`src/rtl/time_pkg.sv`:
```
// Shared definitions for the MM:SS countdown timer: state encoding, digit widths and load clamping.
package time_pkg;

    typedef enum logic [1:0] {
        IDLE  = 2'd0,
        RUN   = 2'd1,
        PAUSE = 2'd2,
        ALARM = 2'd3
    } state_t;

    localparam int BCD_MAX = 9;
    localparam int TENS_W  = 3;
    localparam int ONES_W  = 4;

    function automatic logic [3:0] clamp_digit(input logic [3:0] val, input logic [3:0] max_val);
        return (val > max_val) ? max_val : val;
    endfunction

endpackage

```
`src/rtl/time_countdown_timer_bcd_down_digit.sv`:
```
// One down-counting digit of the countdown chain; wraps 0 -> MAX and passes the borrow upward.
module bcd_down_digit #(
    parameter int WIDTH = 4,
    parameter int MAX   = 9
) (
    input  logic             clk,
    input  logic             rst,
    input  logic             en,
    input  logic             borrow_in,
    input  logic             load,
    input  logic [WIDTH-1:0] load_val,
    output logic [WIDTH-1:0] q,
    output logic             borrow_out
);

    assign borrow_out = borrow_in & (q == '0);

    always_ff @(posedge clk or posedge rst) begin
        if (rst) begin
            q <= '0;
        end else if (load) begin
            q <= load_val;
        end else if (en && borrow_in) begin
            q <= (q == '0) ? WIDTH'(MAX) : q - WIDTH'(1);
        end
    end

endmodule

```
`src/rtl/time_countdown_timer.sv`:
```
// MM:SS BCD countdown timer with IDLE/RUN/PAUSE/ALARM control.
// Optional TIME_COUNTDOWN_AUTORELOAD_EN: reload the last loaded value on expiry instead of alarming.
module time_countdown_timer
    import time_pkg::*;
#(
    parameter int MIN_TENS_MAX = 5,
    parameter int SEC_TENS_MAX = 5,
    parameter int ALARM_TICKS  = 8
) (
    input  logic              clk,
    input  logic              rst,
    input  logic              tick,
    input  logic              load,
    input  logic [TENS_W-1:0] load_mt,
    input  logic [ONES_W-1:0] load_mo,
    input  logic [TENS_W-1:0] load_st,
    input  logic [ONES_W-1:0] load_so,
    input  logic              start,
    input  logic              stop,
    output logic [TENS_W-1:0] min_tens,
    output logic [ONES_W-1:0] min_ones,
    output logic [TENS_W-1:0] sec_tens,
    output logic [ONES_W-1:0] sec_ones,
    output logic              running,
    output logic              zero,
    output logic              done,
    output logic              alarm
);

    state_t state, next_state;

    logic [7:0]        alarm_cnt;
    logic              dec, count_is_one, load_digits, reload, digit_load;
    logic              b_so, b_st, b_mo;
    logic [TENS_W-1:0] clamp_mt, clamp_st, val_mt, val_st;
    logic [ONES_W-1:0] clamp_mo, clamp_so, val_mo, val_so;

    assign clamp_mt = TENS_W'(clamp_digit({1'b0, load_mt}, 4'(MIN_TENS_MAX)));
    assign clamp_mo = clamp_digit(load_mo, 4'(BCD_MAX));
    assign clamp_st = TENS_W'(clamp_digit({1'b0, load_st}, 4'(SEC_TENS_MAX)));
    assign clamp_so = clamp_digit(load_so, 4'(BCD_MAX));

    assign count_is_one = (min_tens == '0) && (min_ones == '0) &&
                          (sec_tens == '0) && (sec_ones == ONES_W'(1));

`ifdef TIME_COUNTDOWN_AUTORELOAD_EN
    logic [TENS_W-1:0] shadow_mt, shadow_st;
    logic [ONES_W-1:0] shadow_mo, shadow_so;
    logic              shadow_nonzero;

    assign shadow_nonzero = |{shadow_mt, shadow_mo, shadow_st, shadow_so};

    always_ff @(posedge clk or posedge rst) begin
        if (rst) begin
            shadow_mt <= '0;
            shadow_mo <= '0;
            shadow_st <= '0;
            shadow_so <= '0;
        end else if (load_digits) begin
            shadow_mt <= clamp_mt;
            shadow_mo <= clamp_mo;
            shadow_st <= clamp_st;
            shadow_so <= clamp_so;
        end
    end

    assign val_mt = reload ? shadow_mt : clamp_mt;
    assign val_mo = reload ? shadow_mo : clamp_mo;
    assign val_st = reload ? shadow_st : clamp_st;
    assign val_so = reload ? shadow_so : clamp_so;
`else
    assign val_mt = clamp_mt;
    assign val_mo = clamp_mo;
    assign val_st = clamp_st;
    assign val_so = clamp_so;
`endif

    always_comb begin
        next_state  = state;
        load_digits = 1'b0;
        reload      = 1'b0;
        dec         = 1'b0;
        case (state)
            IDLE: begin
                if (load) begin
                    load_digits = 1'b1;
                end else if (start && !zero) begin
                    next_state = RUN;
                end
            end
            RUN: begin
                if (stop) begin
                    next_state = PAUSE;
                end else if (tick && !zero) begin
                    dec = 1'b1;
                    if (count_is_one) begin
`ifdef TIME_COUNTDOWN_AUTORELOAD_EN
                        if (shadow_nonzero) begin
                            reload = 1'b1;
                        end else begin
                            next_state = ALARM;
                        end
`else
                        next_state = ALARM;
`endif
                    end
                end
            end
            PAUSE: begin
                if (load) begin
                    load_digits = 1'b1;
                    next_state  = IDLE;
                end else if (start) begin
                    next_state = RUN;
                end
            end
            ALARM: begin
                if (load) begin
                    load_digits = 1'b1;
                    next_state  = IDLE;
                end else if (stop) begin
                    next_state = IDLE;
                end else if (tick && alarm_cnt == 8'(ALARM_TICKS - 1)) begin
                    next_state = IDLE;
                end
            end
            default: next_state = IDLE;
        endcase
    end

    assign digit_load = load_digits | reload;

    always_ff @(posedge clk or posedge rst) begin
        if (rst) begin
            state   <= IDLE;
            running <= 1'b0;
            alarm   <= 1'b0;
            done    <= 1'b0;
        end else begin
            state   <= next_state;
            running <= (next_state == RUN);
            alarm   <= (next_state == ALARM);
            done    <= dec && count_is_one;
        end
    end

    // Counts expiry ticks only while alarming; cleared in every other state.
    always_ff @(posedge clk or posedge rst) begin
        if (rst) begin
            alarm_cnt <= '0;
        end else if (state != ALARM) begin
            alarm_cnt <= '0;
        end else if (tick) begin
            alarm_cnt <= alarm_cnt + 8'd1;
        end
    end

    bcd_down_digit #(.WIDTH(ONES_W), .MAX(BCD_MAX)) u_sec_ones (
        .clk(clk), .rst(rst), .en(dec), .borrow_in(1'b1), .load(digit_load),
        .load_val(val_so), .q(sec_ones), .borrow_out(b_so)
    );

    bcd_down_digit #(.WIDTH(TENS_W), .MAX(SEC_TENS_MAX)) u_sec_tens (
        .clk(clk), .rst(rst), .en(dec), .borrow_in(b_so), .load(digit_load),
        .load_val(val_st), .q(sec_tens), .borrow_out(b_st)
    );

    bcd_down_digit #(.WIDTH(ONES_W), .MAX(BCD_MAX)) u_min_ones (
        .clk(clk), .rst(rst), .en(dec), .borrow_in(b_st), .load(digit_load),
        .load_val(val_mo), .q(min_ones), .borrow_out(b_mo)
    );

    // The top borrow out is only asserted when every digit is 0, so it doubles as zero.
    bcd_down_digit #(.WIDTH(TENS_W), .MAX(MIN_TENS_MAX)) u_min_tens (
        .clk(clk), .rst(rst), .en(dec), .borrow_in(b_mo), .load(digit_load),
        .load_val(val_mt), .q(min_tens), .borrow_out(zero)
    );

endmodule
```
`config.mk`:
```
export PLATFORM = sky130hd
export DESIGN_NAME = time_countdown_timer
export DESIGN_NICKNAME = d
export VERILOG_FILES = /design/src/rtl/time_pkg.sv /design/src/rtl/time_countdown_timer_bcd_down_digit.sv /design/src/rtl/time_countdown_timer.sv
export SDC_FILE = /design/constraint.sdc
export NUM_CORES = 1
export LEC_CHECK = 0
export CORE_MARGIN = 1.5
export CORE_UTILIZATION = 46
export CTS_BUF_LIST = sky130_fd_sc_hd__clkbuf_4 sky130_fd_sc_hd__clkbuf_8
export DETAILED_ROUTE_END_ITERATION = 8
export PLACE_DENSITY = 0.85
export SYNTH_ARGS = -nofsm -noshare
export SYNTH_HDL_FRONTEND = slang
export SYNTH_SLANG_ARGS = --single-unit
```
`constraint.sdc`:
```
create_clock -name clk -period 1.8 [get_ports clk]
set_input_delay 0.36 -clock clk [delete_from_list [all_inputs] [get_ports clk]]
set_output_delay 0.36 -clock clk [all_outputs]
set_load 0.01 [all_outputs]
```
==> metrics.txt <==
post-layout util 0.747; Mapped Cells 171; setup_tns -122 ps; Total Power 1.64 mW; clock buffer depth 2; GRT Overall Usage 0.253; TritonCTS clock tree built; # IOs 38; Post-synth EDFFs 0; RSZ-0062 raised after global routing yes; Post-route DRC 0; ant diodes 0; clk_lat worst skew 340 ps; syn_nets approximately 190; failing checks negative setup slack; Pre-antenna DRT Iters 4; total CTS buffers 3; fraction of layout cells with a size suffix above 1 0.219; area leader, netlist dfrtp_1; antenna violations before repair 0; Synth Cell Area 0.00154 mm²; Synth area leaders dfrtp_1 (44%), nand2_1 (4.6%), nor2_1 (4.4%); top cell type's share of synthesized area 0.440; final hold viol count 0; # nets final 264; endpoints failing setup 2; Worst VDD drop approximately 0.51 mV; DRT iter0 DRCs 66; CTS H-Tree Depth 1; Post-DP HPWL 3100 µm; vias in the first global route 1552; top_reg_cell synth dfrtp_1; YS warnings 0; Post-DP Area 0.00219 mm²; MaxCap Viol Count 0; IO Port Bufs 37; Area Overhead vs Synth 50.9%; Reg clk slew, reported paths 150 ps; Critical Path AT 1550 ps; final hold slack 348 ps; die area 0.00370 mm²; average size of a mapped cell 8.99 µm²; final worst-path cycle share 1.06; register bit total from synthesis 27; wire per inst 15.4 µm; total wire length 4400 µm; clk_skew 8.42 ps; total core area about 0.0031 mm²; static leakage 1.01 nW; max-slew violations 0; Worst Tran Pin Value 392 ps; startpoint types flip-flop; starting utilization of the core area 0.495; HP Class in2async; largest net degree at the start of global routing 28; Vias/cell 5.75; cts hold-fix bufs 0; DR vias 1645; min setup slack post-route -111 ps; total gr overflow 0; Peak Freq between 500 and 600 MHz; Power Dens Cells around 710 mW/mm²; Die X 60.8 µm; status finished with violations; Worst Path Max Fanout 2; register area share after synthesis 0.440; Finished Layout Cells around 290; Cells after DPL ~280; Critical Path Sink Type primary output; asr flop ratio synth 1.00; FP Rows 20; Critical Path RT 1440 ps; Routability Congestion 0.835; Crit Path Category reg2out; Place WS -286 ps; root buffer cell clkbuf_4; Post-DRT Antenna Nets 0; first-pass GRT wire length 7000 µm; Synth cell types 45; Design Area, Final between 0.002 and 0.0025 mm²; Max-slew headroom 0.737; Die Height 60.8 µm; post-route minimum period 1910 ps; Sink Count 27
## synth_stat cells (2+ instances only)
| cell | number |
|---|---|
| nand2_1 | 19 |
| nand3b_1 | 4 |
| xor2_1 | 3 |
| o21ai_0 | 9 |
| xnor2_1 | 2 |
| or4_1 | 4 |
| a21oi_1 | 11 |
| clkbuf_1 | 2 |
| mux2i_1 | 3 |
| nor4_1 | 2 |
| nand3_1 | 4 |
| o211ai_1 | 3 |
| nor2b_1 | 2 |
| a31oi_1 | 3 |
| nand4_1 | 5 |
| dfrtp_1 | 27 |
| a32oi_1 | 2 |
| nor3_1 | 12 |
| nor2_1 | 18 |
| a211oi_1 | 2 |
| inv_1 | 7 |
| o31ai_1 | 3 |
| or3_1 | 2 |
## flip-flops by register name, indices dropped and copies added (netlist names)
signal and count:
u_min_tens.q 3, u_sec_tens.q 3, u_min_ones.q 4, state 2, u_sec_ones.q 4, done 1
alarm_cnt 8, alarm 1, running 1
## cells in the final DEF (no fill, tap or decap), types with 2 or more instances in the layout
master            n
a211oi_1          2
a21oi_1          11
a31oi_1           2
a32oi_1           2
buf_4            32
clkbuf_4          3
clkdlybuf4s50_1  25
dfrtp_1          27
dlygate4sd2_1     4
dlymetal6s2s_1    7
inv_1             7
mux2i_1           3
nand2_1          19
nand3_1           3
nand3b_1          4
nand4_1           5
nor2_1           18
nor2b_1           2
nor3_1           10
nor3_2            2
o211ai_1          3
o21ai_0           8
o31ai_1           2
or3_1             2
or4_4             3
xnor2_1           2
xor2_1            3
## timing repair
action / CTS / global route
setup buffers: 0 / 0
resized for setup: 15 / 17
endpoints found under the setup margin: 6 / 13
pin swaps: 3 / 4
endpoints found under the hold margin: 0 / 0
## where the power goes
group          leakage, nW  total, mW  internal (mW)  switching, mW
Sequential           0.344      0.728          0.671         0.0575
Combinational        0.655      0.632          0.323          0.308
Clock               0.0139      0.281         0.0855          0.196
## area by class of cell
cell class | count | area, µm²
multi-input cells | 134 | 902
well taps | 44 | 55.1
flip-flops and latches | 27 | 676
clock buffers | 3 | 22.5
fillers | 241 | 785
inverters | 7 | 26.3
repair buffers | 70 | 629
clock inverters | 1 | 7.51
## kinds of logic (layout without fill, tap and decap cells)
family	count (synthesis)	count (layout)	share of synthesized area
fa+ha+maj	1	1	0.00814
compound gates	43	43	0.183
simple gates	82	82	0.294
mux	3	3	0.0195
flops	27	27	0.440
xor+xnor	5	5	0.0285
buf+inv	10	81	0.0269
## path summary, 6_finish.rpt
| check | startpoint | to | slack, ps | cells past startpoint |
|---|---|---|---|---|
| min in group clk | load_mt[2] | u_min_tens.q[2] | 590 | 3 |
| hold reg to reg | alarm_cnt[0] | alarm_cnt[0] | 620 | 2 |
| max in group asynchronous | rst | state[1] | 1190 | 3 |
| hold / removal | rst | u_min_tens.q[1] | 350 | 3 |
| setup reg to reg | u_min_ones.q[1] | u_min_tens.q[1] | -10 | 5 |
| setup / recovery | u_sec_tens.q[1] | zero | -110 | 4 |
## worst max-delay path, stage by stage, from the launching register on
cell	delay, ps
dfrtp_1	420
nor3_1	370
nand3_2	160
nor2_1	120
buf_2	130
## layer usage
metal | track usage | part of all wire
met1 | 0.344 | 0.44
met2 | 0.416 | 0.50
met3 | 0.0235 | 0.041
met4 | 0.0994 | 0.018
met5 | 0 | 0
Power figures use the tool's default switching activity.
